===== src/rtl/serial_mac_pkg.sv =====
// Shared types and helpers for the serial multiply-accumulate engine:
// FSM state encoding, accumulator sizing and result saturation.
package serial_mac_pkg;

    typedef enum logic [2:0] {
        IDLE    = 3'd0,
        FETCH_W = 3'd1,
        FETCH_F = 3'd2,
        MAC     = 3'd3,
        WRITE   = 3'd4,
        DONE    = 3'd5
    } state_t;

    // Headroom for VEC_LEN full-scale products plus one guard bit.
    function automatic int acc_width(input int data_w, input int vec_len);
        return 2 * data_w + $clog2(vec_len) + 1;
    endfunction

    // Clamp a sign-extended value into the signed range of a data_w-bit word.
    function automatic logic signed [63:0] saturate(input logic signed [63:0] v,
                                                    input int data_w);
        logic signed [63:0] hi;
        logic signed [63:0] lo;
        hi = (64'sd1 <<< (data_w - 1)) - 64'sd1;
        lo = -(64'sd1 <<< (data_w - 1));
        if (v > hi) begin
            return hi;
        end else if (v < lo) begin
            return lo;
        end else begin
            return v;
        end
    endfunction

endpackage


===== src/rtl/mac_acc_unit.sv =====
// Datapath of the engine: weight holding register, signed multiply-accumulate
// and the shift + saturate/wrap narrowing of the accumulator.
module mac_acc_unit
    import serial_mac_pkg::*;
#(
    parameter int DATA_W  = 8,
    parameter int VEC_LEN = 4
) (
    input  logic              clk,
    input  logic              rst_n,
    input  logic              clr,
    input  logic              load_w,
    input  logic              acc_en,
    input  logic [DATA_W-1:0] q,
    input  logic              sat_mode,
    input  logic [3:0]        out_shift,
    output logic [DATA_W-1:0] result
);

    localparam int ACC_W = acc_width(DATA_W, VEC_LEN);

    logic signed [DATA_W-1:0]   w_reg_r;
    logic signed [ACC_W-1:0]    acc_r;
    logic signed [2*DATA_W-1:0] prod_s;
    logic signed [ACC_W-1:0]    prod_ext_s;
    logic signed [ACC_W-1:0]    shifted_s;
    logic signed [63:0]         wide_s;

    assign prod_s     = w_reg_r * $signed(q);
    assign prod_ext_s = {{(ACC_W-2*DATA_W){prod_s[2*DATA_W-1]}}, prod_s};

    // Weight capture and accumulation; clear has priority over accumulate.
    always_ff @(posedge clk or negedge rst_n) begin
        if (!rst_n) begin
            w_reg_r <= '0;
            acc_r   <= '0;
        end else begin
            if (load_w) begin
                w_reg_r <= $signed(q);
            end
            if (clr) begin
                acc_r <= '0;
            end else if (acc_en) begin
                acc_r <= acc_r + prod_ext_s;
            end
        end
    end

    // Arithmetic shift, then either clamp or keep the low bits.
    always_comb begin
        shifted_s = acc_r >>> out_shift;
        wide_s    = {{(64-ACC_W){shifted_s[ACC_W-1]}}, shifted_s};
        if (sat_mode) begin
            result = DATA_W'(saturate(wide_s, DATA_W));
        end else begin
            result = shifted_s[DATA_W-1:0];
        end
    end

endmodule


===== src/rtl/serial_mac_engine.sv =====
// Multi-channel serial dot-product engine: fetches a feature vector and NUM_CH
// weight vectors from a single-port memory and writes one result per channel.
module serial_mac_engine
    import serial_mac_pkg::*;
#(
    parameter int DATA_W  = 8,
    parameter int ADDR_W  = 6,
    parameter int VEC_LEN = 4,
    parameter int NUM_CH  = 2
) (
    input  logic              clk,
    input  logic              rst,
    input  logic              en,
    input  logic              start,
    input  logic              sat_mode,
    input  logic [3:0]        out_shift,
    input  logic [ADDR_W-1:0] feature_baseaddr,
    input  logic [ADDR_W-1:0] weight_baseaddr,
    input  logic [ADDR_W-1:0] result_baseaddr,
    input  logic [DATA_W-1:0] q,
    output logic [ADDR_W-1:0] addr,
    output logic              we,
    output logic [DATA_W-1:0] wdata,
    output logic              busy,
    output logic              is_done_o
);

    localparam int KW = (VEC_LEN > 1) ? $clog2(VEC_LEN) : 1;
    localparam int CW = (NUM_CH > 1) ? $clog2(NUM_CH) : 1;
    localparam logic [KW-1:0] K_LAST = KW'(VEC_LEN - 1);
    localparam logic [CW-1:0] C_LAST = CW'(NUM_CH - 1);

    state_t            state_r, state_s;
    logic [KW-1:0]     k_r;
    logic [CW-1:0]     ch_r;
    logic [ADDR_W-1:0] fbase_r, wbase_r, rbase_r;
    logic              sat_r;
    logic [3:0]        shift_r;
    logic              busy_r, done_r;

    logic              clr_s, load_w_s, acc_en_s, we_s;
    logic [ADDR_W-1:0] addr_s, w_addr_s, f_addr_s, r_addr_s;
    logic [DATA_W-1:0] wdata_s, result_s;

    // Address arithmetic wraps modulo 2^ADDR_W by construction.
    assign w_addr_s = wbase_r + ADDR_W'(32'(ch_r) * VEC_LEN) + ADDR_W'(k_r);
    assign f_addr_s = fbase_r + ADDR_W'(k_r);
    assign r_addr_s = rbase_r + ADDR_W'(ch_r);

    mac_acc_unit #(
        .DATA_W  (DATA_W),
        .VEC_LEN (VEC_LEN)
    ) u_mac (
        .clk       (clk),
        .rst_n     (rst),
        .clr       (clr_s),
        .load_w    (load_w_s),
        .acc_en    (acc_en_s),
        .q         (q),
        .sat_mode  (sat_r),
        .out_shift (shift_r),
        .result    (result_s)
    );

    // FSM state register.
    always_ff @(posedge clk or negedge rst) begin
        if (!rst) begin
            state_r <= IDLE;
        end else begin
            state_r <= state_s;
        end
    end

    // Next state, datapath strobes and memory port; every strobe is qualified by en.
    always_comb begin
        state_s  = state_r;
        clr_s    = 1'b0;
        load_w_s = 1'b0;
        acc_en_s = 1'b0;
        we_s     = 1'b0;
        addr_s   = '0;
        wdata_s  = '0;
        case (state_r)
            IDLE: begin
                if (start && en) begin
                    clr_s   = 1'b1;
                    state_s = FETCH_W;
                end else begin
                    state_s = IDLE;
                end
            end
            FETCH_W: begin
                addr_s = w_addr_s;
                if (en) begin
                    state_s = FETCH_F;
                end else begin
                    state_s = FETCH_W;
                end
            end
            FETCH_F: begin
                addr_s = f_addr_s;
                if (en) begin
                    load_w_s = 1'b1;
                    state_s  = MAC;
                end else begin
                    state_s = FETCH_F;
                end
            end
            MAC: begin
                // Feature address kept up so q stays stable through a stall.
                addr_s = f_addr_s;
                if (en) begin
                    acc_en_s = 1'b1;
                    if (k_r == K_LAST) begin
                        state_s = WRITE;
                    end else begin
                        state_s = FETCH_W;
                    end
                end else begin
                    state_s = MAC;
                end
            end
            WRITE: begin
                addr_s  = r_addr_s;
                wdata_s = result_s;
                we_s    = en;
                if (en) begin
                    if (ch_r == C_LAST) begin
                        state_s = DONE;
                    end else begin
                        clr_s   = 1'b1;
                        state_s = FETCH_W;
                    end
                end else begin
                    state_s = WRITE;
                end
            end
            DONE: begin
                if (en) begin
                    state_s = IDLE;
                end else begin
                    state_s = DONE;
                end
            end
            default: begin
                state_s = IDLE;
            end
        endcase
    end

    // Counters, latched run configuration and the busy/done flags.
    always_ff @(posedge clk or negedge rst) begin
        if (!rst) begin
            k_r     <= '0;
            ch_r    <= '0;
            fbase_r <= '0;
            wbase_r <= '0;
            rbase_r <= '0;
            sat_r   <= 1'b0;
            shift_r <= 4'd0;
            busy_r  <= 1'b0;
            done_r  <= 1'b0;
        end else if (en) begin
            done_r <= (state_r == DONE);
            case (state_r)
                IDLE: begin
                    if (start) begin
                        fbase_r <= feature_baseaddr;
                        wbase_r <= weight_baseaddr;
                        rbase_r <= result_baseaddr;
                        sat_r   <= sat_mode;
                        shift_r <= out_shift;
                        k_r     <= '0;
                        ch_r    <= '0;
                        busy_r  <= 1'b1;
                    end
                end
                MAC: begin
                    if (k_r != K_LAST) begin
                        k_r <= k_r + KW'(1'b1);
                    end
                end
                WRITE: begin
                    if (ch_r != C_LAST) begin
                        ch_r <= ch_r + CW'(1'b1);
                        k_r  <= '0;
                    end
                end
                DONE: begin
                    busy_r <= 1'b0;
                end
                default: begin
                end
            endcase
        end else begin
            done_r <= 1'b0;
        end
    end

    assign addr      = addr_s;
    assign we        = we_s;
    assign wdata     = wdata_s;
    assign busy      = busy_r;
    assign is_done_o = done_r;

endmodule


===== config.mk =====
export PLATFORM = sky130hd
export DESIGN_NAME = serial_mac_engine
export DESIGN_NICKNAME = d
export VERILOG_FILES = /design/src/rtl/serial_mac_pkg.sv /design/src/rtl/mac_acc_unit.sv /design/src/rtl/serial_mac_engine.sv
export SDC_FILE = /design/constraint.sdc
export NUM_CORES = 1
export LEC_CHECK = 0
export CAP_MARGIN = 20
export CORE_MARGIN = 5
export CORE_UTILIZATION = 55
export CTS_CLUSTER_SIZE = 28
export DETAILED_ROUTE_END_ITERATION = 16
export PLACE_DENSITY = 0.84
export SYNTH_ARGS = -nofsm -noshare
export SYNTH_HDL_FRONTEND = slang
export SYNTH_SLANG_ARGS = --single-unit

===== constraint.sdc =====
create_clock -name clk -period 4.73 [get_ports clk]
set_input_delay 1.419 -clock clk [delete_from_list [all_inputs] [get_ports clk]]
set_output_delay 1.419 -clock clk [all_outputs]
set_load 0.05 [all_outputs]

==> flow_summary.ini, run 1 <==
[setup_path]
path_class = in2reg
cp_max_fo = 5
startpoint_type = input pin
cp.arrival_ns = 5.77
crit_required_ns = 4.90
end_kind = flop

[die]
placementRows = 42
num_io_pins = 52
die-area_mm2 = 0.0155
start_util_pct = 55.3
die_width_um = 125
placeableCoreArea_mm2 = 0.0131
die_h_um = 125

[route]
drc = 0
drt-pass1-iter-count = 5
drt_wl_total_um = 20300
wl_per_cell_um = 20.1
ant_nets = 0
viasPerCell = 6.08
num_vias = 6148
dr.first_iter.drc_count = 711

[clock_tree]
cts_tree = built
numClockSinks = 58
cts.clk_slew.worst_paths_ns = 0.06
cts-root-buf = clkbuf_16
insertion_delay_ns = 0.35
numCtsBuffers = 9
h-tree-depth = 3
clk_path_buf_depth = 2

[cells_and_area]
syn2layout_area_growth_pct = 26.6
nets = 1003
fillers = 811
diodes = 0
fin_util_pct = 70.0
drive_gt1_share_pct = 28.0

[global_route]
grt_pass1_wl_um = 30900
grt_pass1_vias = 6458
gr-total-overflow = 0
track_usage_pct = 24.2
antenna_found_initial = 0
grt_max_degree = 33

[timing]
fmax_ghz = 0.179
fin_crit_sh_pct = 118
finalClockSkew_ns = 0.00715
hold_viol = 0
rsz0062_at_grt = yes
fin_crit_ns = 5.60
finalSetupViolCount = 13
fin_tns_setup_ns = -8.75
setup_ws_ns = -0.870
timing.slew.headroom_pct = 42.3
worst_pin_slew_ns = 0.864
final_max_slew_viol_count = 0

[synth]
synth-seq-area-share_pct = 20.1
async_reset_ff_share_pct = 100
synth_area_mm2 = 0.00723
synth-seq-cells = 58
yosysWarnings = 0
dominantRegCellSynth = dfrtp_1
postSynthAreaPerCell_um2 = 9.91
synth_edf_count = 0
synth_cell_type_count = 60
synthesis.nets = 903
syn_inst = 730

[outcome]
outcome = finished, violations left
failed_checks = negative setup slack

[place]
gp_congestion = 0.842
dp_hpwl_um = 12500
io_buffers = 51

[hold_path]
hp-class = reg2reg

[flow_run]
drv_cap = 0
Yosys cell counts (18+ instances only):
master | number | area share, %
xor2_1 | 18 | 2.2
a21oi_1 | 23 | 1.6
and2_1 | 34 | 2.9
mux2_2 | 34 | 5.3
o21ai_0 | 18 | 1.2
ha_1 | 52 | 9.0
clkbuf_1 | 20 | 1.0
nand2_1 | 74 | 3.8
fa_1 | 86 | 24
nor2_1 | 34 | 1.8
dfrtp_1 | 58 | 20
inv_1 | 98 | 5.1
metal layers:
metal / track usage (%) / vias up / wire (um)
met1: 28.4 / 2993 / 7230
met5: 0 / - / 0
li1: - / 2642 / -
met3: 5.10 / 133 / 1480
met2: 41.7 / 380 / 10300
met4: 12.3 / 0 / 1370
state kept, by name, indices dropped and copies added (netlist names):
signal         flops
fbase_r            6
u_mac.acc_r       19
k_r                2
u_mac.w_reg_r      8
is_done_o          1
busy               1
ch_r               1
state_r            3
shift_r            4
sat_r              1
wbase_r            6
rbase_r            6
cell type report:
type	count	area [um2]	share of cell area, %
Tap cell	176	220	2.40
Timing Repair Buffer	123	1120	12.3
Multi-Input combinational cell	539	5640	61.6
Inverter	99	377	4.11
Sequential cell	58	1450	15.9
Clock buffer	9	225	2.46
Clock inverter	7	125	1.37
repair_timing:
item / 4_1_cts / 5_1_grt
hold buffers: 0 / 0
pin swaps: 51 / 38
resized for setup: 80 / 47
setup buffers: 14 / 7
setup endpoints to repair: 14 / 17
cell families (layout without fill, tap and decap cells):
family / after synthesis / after routing / share of synthesized area [%]
adders and majority gates: 138 / 138 / 32.8
xor gates and xnor gates: 34 / 34 / 4.12
AOI/OAI and AO/OA: 110 / 110 / 10.3
muxes: 64 / 64 / 12.2
and+or+nand+nor: 193 / 193 / 12.9
DFF: 58 / 58 / 20.1
buffers and inverters: 133 / 238 / 7.58
worst paths after layout:
check,start,end,slack [ns],depth (start not counted)
worst max-delay path,q[2],u_mac.acc_r[9],-0.87,17
worst min-delay path,busy,busy,0.51,2
worst max register to register,u_mac.w_reg_r[3],u_mac.acc_r[9],-0.33,15
worst min register to register,busy,busy,0.51,2
max in group asynchronous,rst,shift_r[1],2.71,2
min in group asynchronous,rst,u_mac.w_reg_r[5],1.14,1
critical path, cell delays in order:
cell and delay (ns):
buf_6 0.10, buf_6 0.12, nand2_2 0.08, fa_1 0.49, fa_1 0.55, inv_2 0.05, fa_1 0.51, fa_1 0.59
fa_2 0.49, ha_4 0.34, nand3_4 0.09, buf_4 0.15, buf_6 0.10, o211ai_1 0.18, nor2_1 0.08, xor2_1 0.26
o22ai_1 0.16
per-stage QoR:
| step | setup WS [ns] | hold slack, ns | instance area, um2 | instances |
|---|---|---|---|---|
| 2_1_floorplan | -0.832 | 0.485 | 7340 | 730 |
| 3_3_place_gp | -1.47 | 0.486 | 8310 | 976 |
| 6_report | -0.870 | 0.512 | 9160 | 1011 |
| 4_1_cts | -0.666 | 0.525 | 8920 | 1006 |
| 5_1_grt | -1.01 | 0.536 | 9160 | 1011 |
| 3_5_place_dp | -1.66 | 0.513 | 8310 | 976 |
cell usage in the layout (no fill, tap or decap), drive strengths merged, types with 16 or more instances in the layout:
cell           Yosys  routed
inv               98     100
buf               14      90
fa                86      86
nand2             74      74
dfrtp             58      58
ha                52      52
mux2              34      34
and2              34      34
nor2              34      34
clkdlybuf4s50      0      33
o21ai             24      24
a21oi             24      24
xor2              18      18
xnor2             16      16
Power of run 1 is left out: the tool's default activity adds up to more than one toggle a clock period on the data nets, which glitch-free logic cannot reach.
==> inputs of run 2 (changes only) <==
--- a/config.mk
+++ b/config.mk
@@ -11,5 +11,5 @@
 export CTS_CLUSTER_SIZE = 28
 export DETAILED_ROUTE_END_ITERATION = 16
-export PLACE_DENSITY = 0.84
+export PLACE_DENSITY_LB_ADDON = 0.1
 export SYNTH_ARGS = -nofsm -noshare
 export SYNTH_HDL_FRONTEND = slang
==> constraint.sdc (replaced) <==
create_clock -name clk -period 4.73 [get_ports clk]
set_input_delay 1.419 -clock clk [delete_from_list [all_inputs] [get_ports clk]]
set_output_delay 1.419 -clock clk [all_outputs]
set_load 0.1 [all_outputs]
==> flow_summary.ini, run 2 (synthesis results as in run 1) <==
[cells_and_area]
nets = 1004
layout_common_cells = inv_1, fa_1, buf_4, nand2_1, dfrtp_1
fillers = 969
fin_area_mm2 = 0.00911
final_cells = 1010
drive_gt1_share_pct = 27.9
regMostFlops = u_mac.acc_r
multi_input_area_mm2 = 0.00562
largest_reg_flops = 19
reg_top3 = u_mac.acc_r x19, u_mac.w_reg_r x8
layout_commonest_cell = inv_1
syn2layout_area_growth_pct = 25.9
diodes = 0
regArea_mm2 = 0.00145

[place]
placedCellCount = 981
io_buffers = 51
gp_congestion = 0.924
dpl-instance-area_mm2 = 0.00839
dp_hpwl_um = 13000

[setup_path]
startpoint_type = input pin
end_kind = flop
cp-startpoint = q[0]
cp.arrival_ns = 5.48
cp_max_fo = 4
reg2reg_from = u_mac.w_reg_r[7]
path_class = in2reg
crit_required_ns = 4.92

[route]
drc = 0
dr.first_iter.drc_count = 398
drt_wl_total_um = 16900
viasPerCell = 5.50
ant_nets = 0
wl_per_cell_um = 16.7
drt-pass1-iter-count = 5
num_vias = 5553

[die]
die_width_um = 125
placeableCoreArea_mm2 = 0.0131
start_util_pct = 55.3
die_h_um = 125
placementRows = 42
die-area_mm2 = 0.0155
num_io_pins = 52

[outcome]
failed_checks = negative setup slack
outcome = finished, violations left

[timing]
finalSetupViolCount = 12
setup_ws_ns = -0.559
fmax_ghz = 0.189
final_max_slew_viol_count = 0
fin_hold_ws_ns = 0.515
rsz0062_at_grt = yes
worst_pin_slew_ns = 0.965
timing.slew.headroom_pct = 35.5
hold_viol = 0
fin_crit_ns = 5.29
fin_crit_sh_pct = 112
finalClockSkew_ns = 0.00810

[global_route]
grt_max_degree = 34
grt_pass1_vias = 5784
antenna_found_initial = 0
gr-total-overflow = 0
grt_pass1_wl_um = 28200
track_usage_pct = 21.8

[clock_tree]
numClockSinks = 58
insertion_delay_ns = 0.33
clk_path_buf_depth = 2
h-tree-depth = 3
numCtsBuffers = 9
cts.clk_slew.worst_paths_ns = 0.05
cts-root-buf = clkbuf_16
cts_tree = built

[hold_path]
hp-class = reg2reg
hold_start = busy

[flow_run]
drv_cap = 0
## run 2: cell count changes in the layout (fill, tap and decap cells not counted), sizes merged
cell / before / now
clkdlybuf4s50: 33 / 27
bufinv: 3 / 0
inv: 100 / 98
clkinvlp: 0 / 1
clkbuf: 9 / 11
buf: 90 / 97
## run 2: metal layers
layer / vias to the layer above / track usage [%] / share of wire [%]
li1: 2642 / - / -
met1: 2780 / 28.7 / 44
met2: 114 / 37.6 / 51
met3: 17 / 4.29 / 3.6
met4: 0 / 4.71 / 1.0
met5: - / 0 / 0
## run 2: final cells by class
type / count / share of cell area (%)
clock buffer: 11 / 2.67
clock inverter: 3 / 0.192
inverter: 99 / 4.14
multi-input combinational: 539 / 61.7
sequential: 58 / 15.9
tap: 176 / 2.42
timing repair buffer: 124 / 12.9
## run 2: per-stage QoR
step                TNS [ns]  utilization [%]  setup slack [ns]
floorplan              -7.17                -            -0.832
CTS                    -5.56             67.6            -0.623
detailed placement    -17.90             64.1             -1.49
global placement      -16.97             64.1             -1.42
global route           -6.66             69.6            -0.725
finish                 -4.98             69.6            -0.559
## run 2: path summary, 6_finish.rpt
path	end	slack [ns]	cells after the start
min reg2reg	busy	0.52	2
max in group asynchronous	u_mac.acc_r[3]	2.74	2
max	u_mac.acc_r[17]	-0.56	17
max reg2reg	u_mac.acc_r[17]	0.01	16
min in group asynchronous	fbase_r[2]	1.11	1
min	busy	0.52	2
## run 2: timing repair
action / in CTS / in global routing
setup endpoints to repair: 14 / 13
gates resized for setup: 77 / 49
hold buffers: 0 / 0
hold endpoints to repair: 0 / 0
setup buffers: 6 / 11
pin swaps: 47 / 64
## run 2: critical path: stages
cell and delay [ns]:
buf_8 0.08, and2_4 0.15, inv_2 0.04, fa_1 0.47, inv_1 0.05, fa_1 0.52, fa_1 0.43, fa_1 0.54
fa_2 0.46, ha_4 0.33, nand3_4 0.09, o2111ai_4 0.22, nand2_2 0.11, o211ai_1 0.19, a31oi_1 0.13, xor2_1 0.16
o21ai_1 0.07
Power of run 2 is left out for the same reason.
